[config.mk]
export PLATFORM = sky130hd
export DESIGN_NAME = mmio_bus_ctrl_flat
export DESIGN_NICKNAME = d
export VERILOG_FILES = /design/src/rtl/mmio_pkg.sv /design/src/rtl/mmio_bus_ctrl_if.sv /design/src/rtl/mmio_in_sync.sv /design/src/rtl/mmio_bus_ctrl.sv /design/src/flat_wrapper.sv
export SDC_FILE = /design/constraint.sdc
export NUM_CORES = 1
export LEC_CHECK = 0
export ABC_AREA = 1
export CORE_MARGIN = 2
export CORE_UTILIZATION = 35
export CTS_CLUSTER_DIAMETER = 150
export DETAILED_ROUTE_END_ITERATION = 7
export SYNTH_ARGS = -nofsm -noshare
export SYNTH_HDL_FRONTEND = slang
export SYNTH_HIERARCHICAL = 1
export SYNTH_SLANG_ARGS = --single-unit
export TNS_END_PERCENT = 5
[constraint.sdc]
create_clock -name clk -period 4.47 [get_ports clk]
set_input_delay 0.6705 -clock clk [delete_from_list [all_inputs] [get_ports clk]]
set_output_delay 0.6705 -clock clk [all_outputs]
set_load 0.005 [all_outputs]
[src/rtl/mmio_pkg.sv]
// mmio_pkg: shared definitions for the memory-mapped I/O controller.
//   - cpu bus command codes (MREAD, MWRITE, MNONE; code 0 behaves as MNONE)
//   - controller FSM state encoding
//   - decode target encoding
package mmio_pkg;

  localparam logic [1:0] MREAD  = 2'd1;
  localparam logic [1:0] MWRITE = 2'd2;
  localparam logic [1:0] MNONE  = 2'd3;

  typedef enum logic [1:0] {
    IDLE = 2'd0,
    WAIT = 2'd1,
    DONE = 2'd2
  } state_e;

  typedef enum logic [1:0] {
    T_RAM  = 2'd0,
    T_OUT  = 2'd1,
    T_IN   = 2'd2,
    T_NONE = 2'd3
  } tgt_e;

endpackage

[src/rtl/mmio_bus_ctrl_if.sv]
// mmio_bus_ctrl_if: cpu memory-port bus between the cpu (master) and the
// MMIO controller (slave).
//   mem_cmd    master->slave  command (MREAD / MWRITE / MNONE)
//   mem_addr   master->slave  word address
//   write_data master->slave  write data
//   read_data  slave->master  registered read data, valid with mem_ready
//   mem_ready  slave->master  one-cycle completion pulse
//   bus_err    slave->master  one-cycle pulse with mem_ready on unmapped access
interface mmio_bus_ctrl_if #(
  parameter int ADDR_W = 9,
  parameter int DATA_W = 16
);
  logic [1:0]        mem_cmd;
  logic [ADDR_W-1:0] mem_addr;
  logic [DATA_W-1:0] write_data;
  logic [DATA_W-1:0] read_data;
  logic              mem_ready;
  logic              bus_err;

  modport master (
    output mem_cmd, mem_addr, write_data,
    input  read_data, mem_ready, bus_err
  );

  modport slave (
    input  mem_cmd, mem_addr, write_data,
    output read_data, mem_ready, bus_err
  );
endinterface

[src/rtl/mmio_in_sync.sv]
// mmio_in_sync: two-flop synchroniser for the asynchronous input ports.
//   clk   in  clock
//   reset in  asynchronous active-high reset, clears both stages
//   d     in  WIDTH asynchronous input bits
//   q     out WIDTH synchronised bits (two cycles behind d)
module mmio_in_sync #(
  parameter int WIDTH = 32
) (
  input  logic             clk,
  input  logic             reset,
  input  logic [WIDTH-1:0] d,
  output logic [WIDTH-1:0] q
);
  logic [WIDTH-1:0] meta_q;
  logic [WIDTH-1:0] sync_q;

  always_ff @(posedge clk or posedge reset) begin
    if (reset) begin
      meta_q <= '0;
      sync_q <= '0;
    end else begin
      meta_q <= d;
      sync_q <= meta_q;
    end
  end

  assign q = sync_q;
endmodule

[src/rtl/mmio_bus_ctrl.sv]
// mmio_bus_ctrl: memory-mapped I/O controller between the cpu memory port and
// a RAM, NUM_OUT writable output registers and NUM_IN read-only input ports.
//   clk, reset  clock and asynchronous active-high reset
//   bus         cpu bus (slave side): cmd/addr/wdata in, read_data/mem_ready/bus_err out
//   ram_addr    RAM word address (low bits of mem_addr, combinational)
//   ram_write   RAM write strobe, one cycle, only in IDLE on an accepted RAM write
//   ram_din     RAM write data (write_data, combinational)
//   ram_dout    RAM read data, valid RAM_LAT cycles after ram_addr
//   out_regs    output registers, register k at [k*DATA_W +: DATA_W]
//   in_ports    asynchronous input ports, port k at [k*DATA_W +: DATA_W]
module mmio_bus_ctrl
  import mmio_pkg::*;
#(
  parameter int                ADDR_W   = 9,
  parameter int                DATA_W   = 16,
  parameter int                RAM_AW   = 8,
  parameter int                RAM_LAT  = 1,
  parameter int                NUM_OUT  = 2,
  parameter int                NUM_IN   = 2,
  parameter logic [ADDR_W-1:0] OUT_BASE = ADDR_W'('h100),
  parameter logic [ADDR_W-1:0] IN_BASE  = ADDR_W'('h140)
) (
  input  logic                      clk,
  input  logic                      reset,
  mmio_bus_ctrl_if.slave            bus,
  output logic [RAM_AW-1:0]         ram_addr,
  output logic                      ram_write,
  output logic [DATA_W-1:0]         ram_din,
  input  logic [DATA_W-1:0]         ram_dout,
  output logic [NUM_OUT*DATA_W-1:0] out_regs,
  input  logic [NUM_IN*DATA_W-1:0]  in_ports
);
  localparam int CNT_W = (RAM_LAT > 1) ? $clog2(RAM_LAT) : 1;

  state_e                    state_q, state_d;
  logic [CNT_W-1:0]          cnt_q, cnt_d;
  logic [DATA_W-1:0]         read_data_q, read_data_d;
  logic                      mem_ready_q, mem_ready_d;
  logic                      bus_err_q, bus_err_d;
  logic [NUM_OUT*DATA_W-1:0] out_regs_q, out_regs_d;
  logic [NUM_IN*DATA_W-1:0]  in_sync;

  tgt_e tgt;
  int   off_out;
  int   off_in;
  logic cmd_rd;
  logic cmd_wr;

  mmio_in_sync #(.WIDTH(NUM_IN*DATA_W)) u_in_sync (
    .clk   (clk),
    .reset (reset),
    .d     (in_ports),
    .q     (in_sync)
  );

  // Address decode. RAM owns the lower half outright; OUT is tested before IN
  // so that an overlapping IN range is shadowed by OUT.
  always_comb begin
    off_out = int'(bus.mem_addr) - int'(OUT_BASE);
    off_in  = int'(bus.mem_addr) - int'(IN_BASE);
    cmd_rd  = (bus.mem_cmd == MREAD);
    cmd_wr  = (bus.mem_cmd == MWRITE);
    tgt     = T_NONE;
    if (!bus.mem_addr[ADDR_W-1])
      tgt = T_RAM;
    else if (off_out >= 0 && off_out < NUM_OUT)
      tgt = T_OUT;
    else if (off_in >= 0 && off_in < NUM_IN)
      tgt = T_IN;
  end

  // Next-state logic. Every I/O action happens at the accept edge, so WAIT only
  // ever serves a RAM read and nothing from the decode needs to be held.
  always_comb begin
    state_d     = state_q;
    cnt_d       = cnt_q;
    read_data_d = read_data_q;
    out_regs_d  = out_regs_q;
    bus_err_d   = 1'b0;
    unique case (state_q)
      IDLE: begin
        if (cmd_rd || cmd_wr) begin
          state_d = DONE;
          unique case (tgt)
            T_RAM: begin
              if (cmd_rd) begin
                state_d = WAIT;
                cnt_d   = CNT_W'(RAM_LAT - 1);
              end
            end
            T_OUT: begin
              if (cmd_rd)
                read_data_d = out_regs_q[off_out*DATA_W +: DATA_W];
              else
                out_regs_d[off_out*DATA_W +: DATA_W] = bus.write_data;
            end
            T_IN: begin
              // Input ports are read-only; a write there is silently dropped.
              if (cmd_rd)
                read_data_d = in_sync[off_in*DATA_W +: DATA_W];
            end
            default: begin
              if (cmd_rd)
                read_data_d = '0;
              bus_err_d = 1'b1;
            end
          endcase
        end
      end
      WAIT: begin
        if (cnt_q == '0) begin
          read_data_d = ram_dout;
          state_d     = DONE;
        end else begin
          cnt_d = cnt_q - 1'b1;
        end
      end
      DONE:    state_d = IDLE;
      default: state_d = IDLE;
    endcase
    mem_ready_d = (state_d == DONE);
  end

  always_ff @(posedge clk or posedge reset) begin
    if (reset) begin
      state_q     <= IDLE;
      cnt_q       <= '0;
      read_data_q <= '0;
      mem_ready_q <= 1'b0;
      bus_err_q   <= 1'b0;
      out_regs_q  <= '0;
    end else begin
      state_q     <= state_d;
      cnt_q       <= cnt_d;
      read_data_q <= read_data_d;
      mem_ready_q <= mem_ready_d;
      bus_err_q   <= bus_err_d;
      out_regs_q  <= out_regs_d;
    end
  end

  // The RAM write strobe is combinational so the RAM captures data on the
  // accept edge itself; held low through reset.
  assign ram_write     = !reset && (state_q == IDLE) && cmd_wr && (tgt == T_RAM);
  assign ram_addr      = bus.mem_addr[RAM_AW-1:0];
  assign ram_din       = bus.write_data;
  assign out_regs      = out_regs_q;
  assign bus.read_data = read_data_q;
  assign bus.mem_ready = mem_ready_q;
  assign bus.bus_err   = bus_err_q;
endmodule

[src/flat_wrapper.sv]
// flat-port wrapper written by rule: the top's interface ports become plain ports
module mmio_bus_ctrl_flat import mmio_pkg::*;
#(
  parameter int                ADDR_W   = 9,
  parameter int                DATA_W   = 16,
  parameter int                RAM_AW   = 8,
  parameter int                RAM_LAT  = 1,
  parameter int                NUM_OUT  = 2,
  parameter int                NUM_IN   = 2,
  parameter logic [ADDR_W-1:0] OUT_BASE = ADDR_W'('h100),
  parameter logic [ADDR_W-1:0] IN_BASE  = ADDR_W'('h140)
)
  (clk, reset, ram_addr, ram_write, ram_din, ram_dout, out_regs, in_ports, bus_mem_cmd, bus_mem_addr, bus_write_data, bus_read_data, bus_mem_ready, bus_bus_err);
  mmio_bus_ctrl_if #(.ADDR_W(ADDR_W), .DATA_W(DATA_W)) bus_i ();
  input  logic clk;
  input  logic reset;
  output logic [RAM_AW-1:0] ram_addr;
  output logic ram_write;
  output logic [DATA_W-1:0] ram_din;
  input  logic [DATA_W-1:0] ram_dout;
  output logic [NUM_OUT*DATA_W-1:0] out_regs;
  input  logic [NUM_IN*DATA_W-1:0] in_ports;
  input wire logic [$bits(bus_i.mem_cmd)-1:0] bus_mem_cmd;
  input wire logic [$bits(bus_i.mem_addr)-1:0] bus_mem_addr;
  input wire logic [$bits(bus_i.write_data)-1:0] bus_write_data;
  output wire logic [$bits(bus_i.read_data)-1:0] bus_read_data;
  output wire logic [$bits(bus_i.mem_ready)-1:0] bus_mem_ready;
  output wire logic [$bits(bus_i.bus_err)-1:0] bus_bus_err;
  assign bus_i.mem_cmd = bus_mem_cmd;
  assign bus_i.mem_addr = bus_mem_addr;
  assign bus_i.write_data = bus_write_data;
  assign bus_read_data = bus_i.read_data;
  assign bus_mem_ready = bus_i.mem_ready;
  assign bus_bus_err = bus_i.bus_err;
  mmio_bus_ctrl #(.ADDR_W(ADDR_W), .DATA_W(DATA_W), .RAM_AW(RAM_AW), .RAM_LAT(RAM_LAT), .NUM_OUT(NUM_OUT), .NUM_IN(NUM_IN), .OUT_BASE(OUT_BASE), .IN_BASE(IN_BASE)) u_core (.clk(clk), .reset(reset), .bus(bus_i), .ram_addr(ram_addr), .ram_write(ram_write), .ram_din(ram_din), .ram_dout(ram_dout), .out_regs(out_regs), .in_ports(in_ports));
endmodule
* After elaboration in Yosys (flattened, before gate mapping)
Index checks and enable logic that the tools add are counted.
** Word-level totals
- Output and inout bits :: 75
- Register bits :: 117
- Input port bits :: 77
- Word-level logic and storage cells :: 70
** Operators by class
- Equal/unequal tests :: 11
- Mux-type cells :: 24
- Shifts and indexed selects :: 4
- Reductions and logical operators :: 14
- Order comparisons :: 4
- Bitwise gates (word level) :: 1
- $add $sub $neg :: 4
** Operators by type and width (number)
- $mux W16 :: 5
- $ge A32 B1 Y1 const B :: 2
- $lt A32 B3 Y1 const B :: 2
- $shiftx A32 B32 Y16 :: 2
- $pmux W16 S3 :: 1
- $neg A32 Y33 :: 1
- $shift A16 B33 Y32 const A :: 1
- $shiftx A16 B33 Y32 :: 1
- $bwmux W32 :: 1
- $pmux W16 S2 :: 1
- $sub A9 B9 Y10 const B :: 2
- $mux W2 :: 6
- $mux W1 :: 8
- $reduce_and A4 Y1 :: 2
- $eq A2 B1 Y1 const B :: 3
- $eq A2 B2 Y1 const B :: 3
- $ne A2 B2 Y1 const B :: 3
- $logic_and A1 B1 Y1 :: 5
- $reduce_and A5 Y1 :: 1
- $logic_not A2 Y1 :: 2
- $ne A2 B1 Y1 const B :: 2
- $pmux W2 S2 :: 1
- $reduce_or A3 Y1 :: 1
- $pmux W1 S2 :: 1
- 5 further kinds :: 5

* Longest topological paths before layout
- Depth in word-level cells :: 11
- Depth in mapped cells :: 18
- Depth with buffers taken out :: 15

* Cells and area by module
Netlist, hierarchy kept.
** Modules (own cells, without submodules)
- mmio_bus_ctrl :: area each 3887.5 um^2, seq. area each 1301.2 um^2, cells an instance 595, times used 1
- mmio_in_sync :: area each 1605.3 um^2, seq. area each 1601.5 um^2, cells an instance 65, times used 1

* Worst setup path before layout
No wires, ideal clock.
- Kind :: input to register
- From :: input port bus_mem_addr[0]
- To :: register u_core.out_regs_q[31] (netlist: u_core/out_regs[31])
- Buffers on the path :: 3
- Arrival time :: 3.108 ns
- Setup slack :: 1.245 ns
- Setup time :: 0.117 ns
- Required time :: 4.353 ns
- Cell stages on the path :: 17
- Cell sequence :: buf_2 -> clkinv_2 -> clkbuf_1 -> ha_1 -> nand2_1 -> nor2_2 -> inv_1 -> ha_1 -> nor3_1 -> o21ai_0 -> nor2_1 -> nand3_1 -> a21oi_4 -> nand3_4 -> buf_6 -> nand2_1 -> nand2_1
** Between the ends
- Longest elaborated chain between the ends :: 8
- Elaborated cells on any way between the ends :: 17
- Those cells by class :: add/sub: 3; order compare: 4; eq/ne: 1; shift: 2; mux: 4; reduce/logical: 3
** Ends and longest elaborated chain
- start: declaration :: line flat_wrapper.sv:24 : input wire logic [$bits(bus_i.mem_addr)-1:0] bus_mem_addr;
- $sub A9 B9 Y10 :: line mmio_bus_ctrl.sv:60 : off_in = int'(bus.mem_addr) - int'(IN_BASE);
- $ge A32 B1 Y1 or $lt A32 B3 Y1 (tied branches) :: line mmio_bus_ctrl.sv:68 : else if (off_in >= 0 && off_in < NUM_IN)
- $logic_and A1 B1 Y1 :: line mmio_bus_ctrl.sv:68
- $mux W1 :: line mmio_bus_ctrl.sv:68
- $mux W2 :: line mmio_bus_ctrl.sv:66 : else if (off_out >= 0 && off_out < NUM_OUT)
- $mux W2 :: line mmio_bus_ctrl.sv:64 : if (!bus.mem_addr[ADDR_W-1])
- $eq A2 B1 Y1 :: line mmio_bus_ctrl.sv:84 : unique case (tgt)
- $reduce_and A4 Y1 (no line)
- end signal: assignment :: line mmio_bus_ctrl.sv:138 : out_regs_q <= out_regs_d;
- end: declaration :: line mmio_bus_ctrl.sv:40 : logic [NUM_OUT*DATA_W-1:0] out_regs_q, out_regs_d;
Several ways; a longest one is shown, not always the timed one.
A chain may end at the register's enable or synchronous reset.

* Final worst setup path
- From :: input port bus_mem_addr[0]
- To :: register u_core.out_regs_q[1] (netlist: u_core/out_regs[1])
The elaborated chain is that of the path after synthesis.

==> results.cfg <==
[clock_tree]
cts_buffers = 17
cts_num_sinks = 116
clk_latency_ps = 420
htreeDepth = 4
clk_path_buf_depth = 2
cts_tree = built
root_buffer = clkbuf_16
path_clk_slew_ps = 60
cts_setup_buffers = 0
hold_buffers = 0
cts-resized-gates = 0

[setup_path]
critPathCaptureType = register
worstPathMaxFanout = 34
critical_path_class = primary input to register
critical_path_required_ps = 4770
critPathArrivalTime_ps = 3820
startpoint_type = primary input

[logic_synthesis]
ys_warn_count = 6
synth_top_area_share_pct = 52.8
syn_inst = 660
yosys.area.top_type = dfrtp_1
synth.distinct_cells = 28
synth.ff_latch_count = 116
synth.avg_cell_area_um2 = 8.32
yosysSeqAreaShare_pct = 52.8
ys_top_cells_by_area = dfrtp_1 (53%), nand2_1 (16%), inv_1 (4.5%)
syn_nets = 748
syn_area_um2 = 5490

[global_route]
gr-total-overflow = 0
grt_usage_pct = 19.0
grt_first_pass_wirelength_mm = 24.3
grt_antenna_before_repair = 0
grt_max_degree = 53
grt_pass1_vias = 4897

[floorplanning]
die_h_um = 129
rows = 45
core_um2 = 15300
initial_core_util_pct = 36.0
dieArea_um2 = 16700
io_pins = 152
fp.dieW_um = 129

[drt]
dr_total_vias = 4751
drt_first_pass_iters = 4
antenna_left = 0
drt-initial-drc-count = 298
finalWirelength_mm = 15.2
drc_errors = 0
detail_route.wl_per_cell_um = 15.0
vias_per_cell = 4.71

[timing]
finalCritPeriodShare_pct = 78.7
hold_viol = 0
rsz0062_at_grt = no
max_freq_mhz = 284
fin_tns_setup_ps = 0
relSlewSlack_pct = 29.8
drv_slew = 0
tightest_slew_ps = 1050
period_minus_slack_ps = 3520
finClkSkew_ps = 19.2
setup_viol = 0

[place]
dpl.hpwl_mm = 11.1
portBuffers = 151
place_congestion = 0.890
dp.cells = 977

[layout]
num-fill-cells = 1466
diodes = 0
final_cells = 1009
regArea_um2 = 2900
area_growth_syn_to_layout_pct = 38.7
multi_input_area_um2 = 2020
nNetsFinal = 873
drive_gt1_share_pct = 7.39

[flow_run]
cap_violations = 0

[power_and_ir_drop]
finalPower_mw = 2.93
p_per_area_nw_per_um2 = 384
peakVddDrop_mv = 0.249
leakage_nw = 3.59

[outcome]
status = finished clean

[worst_hold_path]
hold_class = register to register
through the flow:
step	hold slack [ps]	utilization [%]	setup slack, ps	area (um^2)
6_report	344	49.9	953	7620
2_1_floorplan	331	-	1240	5490
4_1_cts	346	49.9	978	7620
3_5_place_dp	335	45.9	537	7000
5_1_grt	353	49.9	641	7620
3_3_place_gp	333	45.9	668	7000
where the power goes:
part           switching, mW  leakage [nW]  internal (mW)  total (mW)
Clock                  0.515         0.298          0.890        1.41
Combinational          0.171          1.84          0.197       0.368
Sequential            0.0348          1.46           1.12        1.15
Total                  0.721          3.59           2.21        2.93
metal layers:
layer / GRT usage, % / up-vias / part of all wire (%)
li1: - / 2298 / -
met1: 22.7 / 2305 / 42
met2: 32.7 / 121 / 51
met3: 4.09 / 27 / 3.9
met4: 9.21 / 0 / 2.7
met5: 0 / - / 0
worst max-delay path, stage by stage:
cell and delay, ps:
clkdlybuf4s50_1 440, clkinv_2 240, ha_1 290, nand2_1 120
nor2_2 210, inv_1 70, ha_1 280, nor3_1 170
o21ai_0 110, nor2_1 90, nand3_1 120, a21oi_4 130
buf_4 350, nand3_4 290, nand2_1 160, nand2_1 60
final timing paths:
kind,start,to,slack (ps),cells past startpoint
min in group asynchronous,reset,u_core/u_in_sync/q[19],750,2
min reg2reg,u_core/u_in_sync/meta_q[30],u_core/u_in_sync/q[30],340,0
max reg2reg,u_core/state_q[0],u_core/out_regs[1],2350,6
min,u_core/u_in_sync/meta_q[30],u_core/u_in_sync/q[30],340,0
max,bus_mem_addr[0],u_core/out_regs[1],950,16
max in group asynchronous,reset,u_core/u_in_sync/meta_q[30],2840,3
sequential cells by signal (all words and copies together) (netlist names):
signal / flops
u_core/bus.bus_err: 1
u_core/bus.mem_ready: 1
u_core/bus.read_data: 16
u_core/out_regs: 32
u_core/state_q: 2
u_core/u_in_sync/meta_q: 32
u_core/u_in_sync/q: 32
synthesized netlist by cell type:
master / number
nor2_2: 7
inv_1: 66
buf_4: 26
inv_2: 1
ha_1: 11
clkinv_1: 2
buf_6: 2
nand3_4: 2
o21ai_0: 19
clkbuf_1: 15
xnor2_1: 1
clkinv_2: 1
nor3_1: 5
nand3_2: 1
o21a_1: 1
o21bai_1: 16
nand2_1: 241
nor4_1: 1
nand4_1: 38
nand2_2: 2
nand3_1: 22
nand3b_1: 1
o31ai_1: 1
dfrtp_1: 116
a21oi_4: 2
nor2_4: 2
buf_2: 8
nor2_1: 50
placed cells by master, fill, tap and decap left out, types with 3 or more instances in the layout:
master / n
inv_2: 3
bufinv_16: 3
o21ai_0: 19
ha_1: 11
nand3_1: 22
nand2_1: 241
clkdlybuf4s50_1: 151
nor2_2: 7
inv_1: 64
buf_4: 6
nor3_1: 5
inv_6: 6
dfrtp_1: 116
o21bai_1: 16
clkbuf_16: 17
nand4_1: 38
nor2_1: 50
area by class of cell:
type,instances,area share (%)
Timing Repair Buffer,157,20.4
Clock buffer,17,5.58
Inverter,70,3.46
Multi-Input combinational cell,423,26.5
Sequential cell,116,38.1
Clock inverter,15,2.51
Tap cell,211,3.46
cells by family (layout without fill, tap and decap cells):
kind of cell | count (synthesis) | after routing | synth area share, %
AO/OA/AOI/OAI | 39 | 39 | 4.78
AND/OR/NAND/NOR | 372 | 372 | 29.2
flip-flops | 116 | 116 | 52.8
XOR/XNOR | 1 | 1 | 0.159
buffers and inverters | 121 | 259 | 10.5
adder cells (fa/ha/maj) | 11 | 11 | 2.51
No activity file was read; power rests on OpenSTA's default activity.
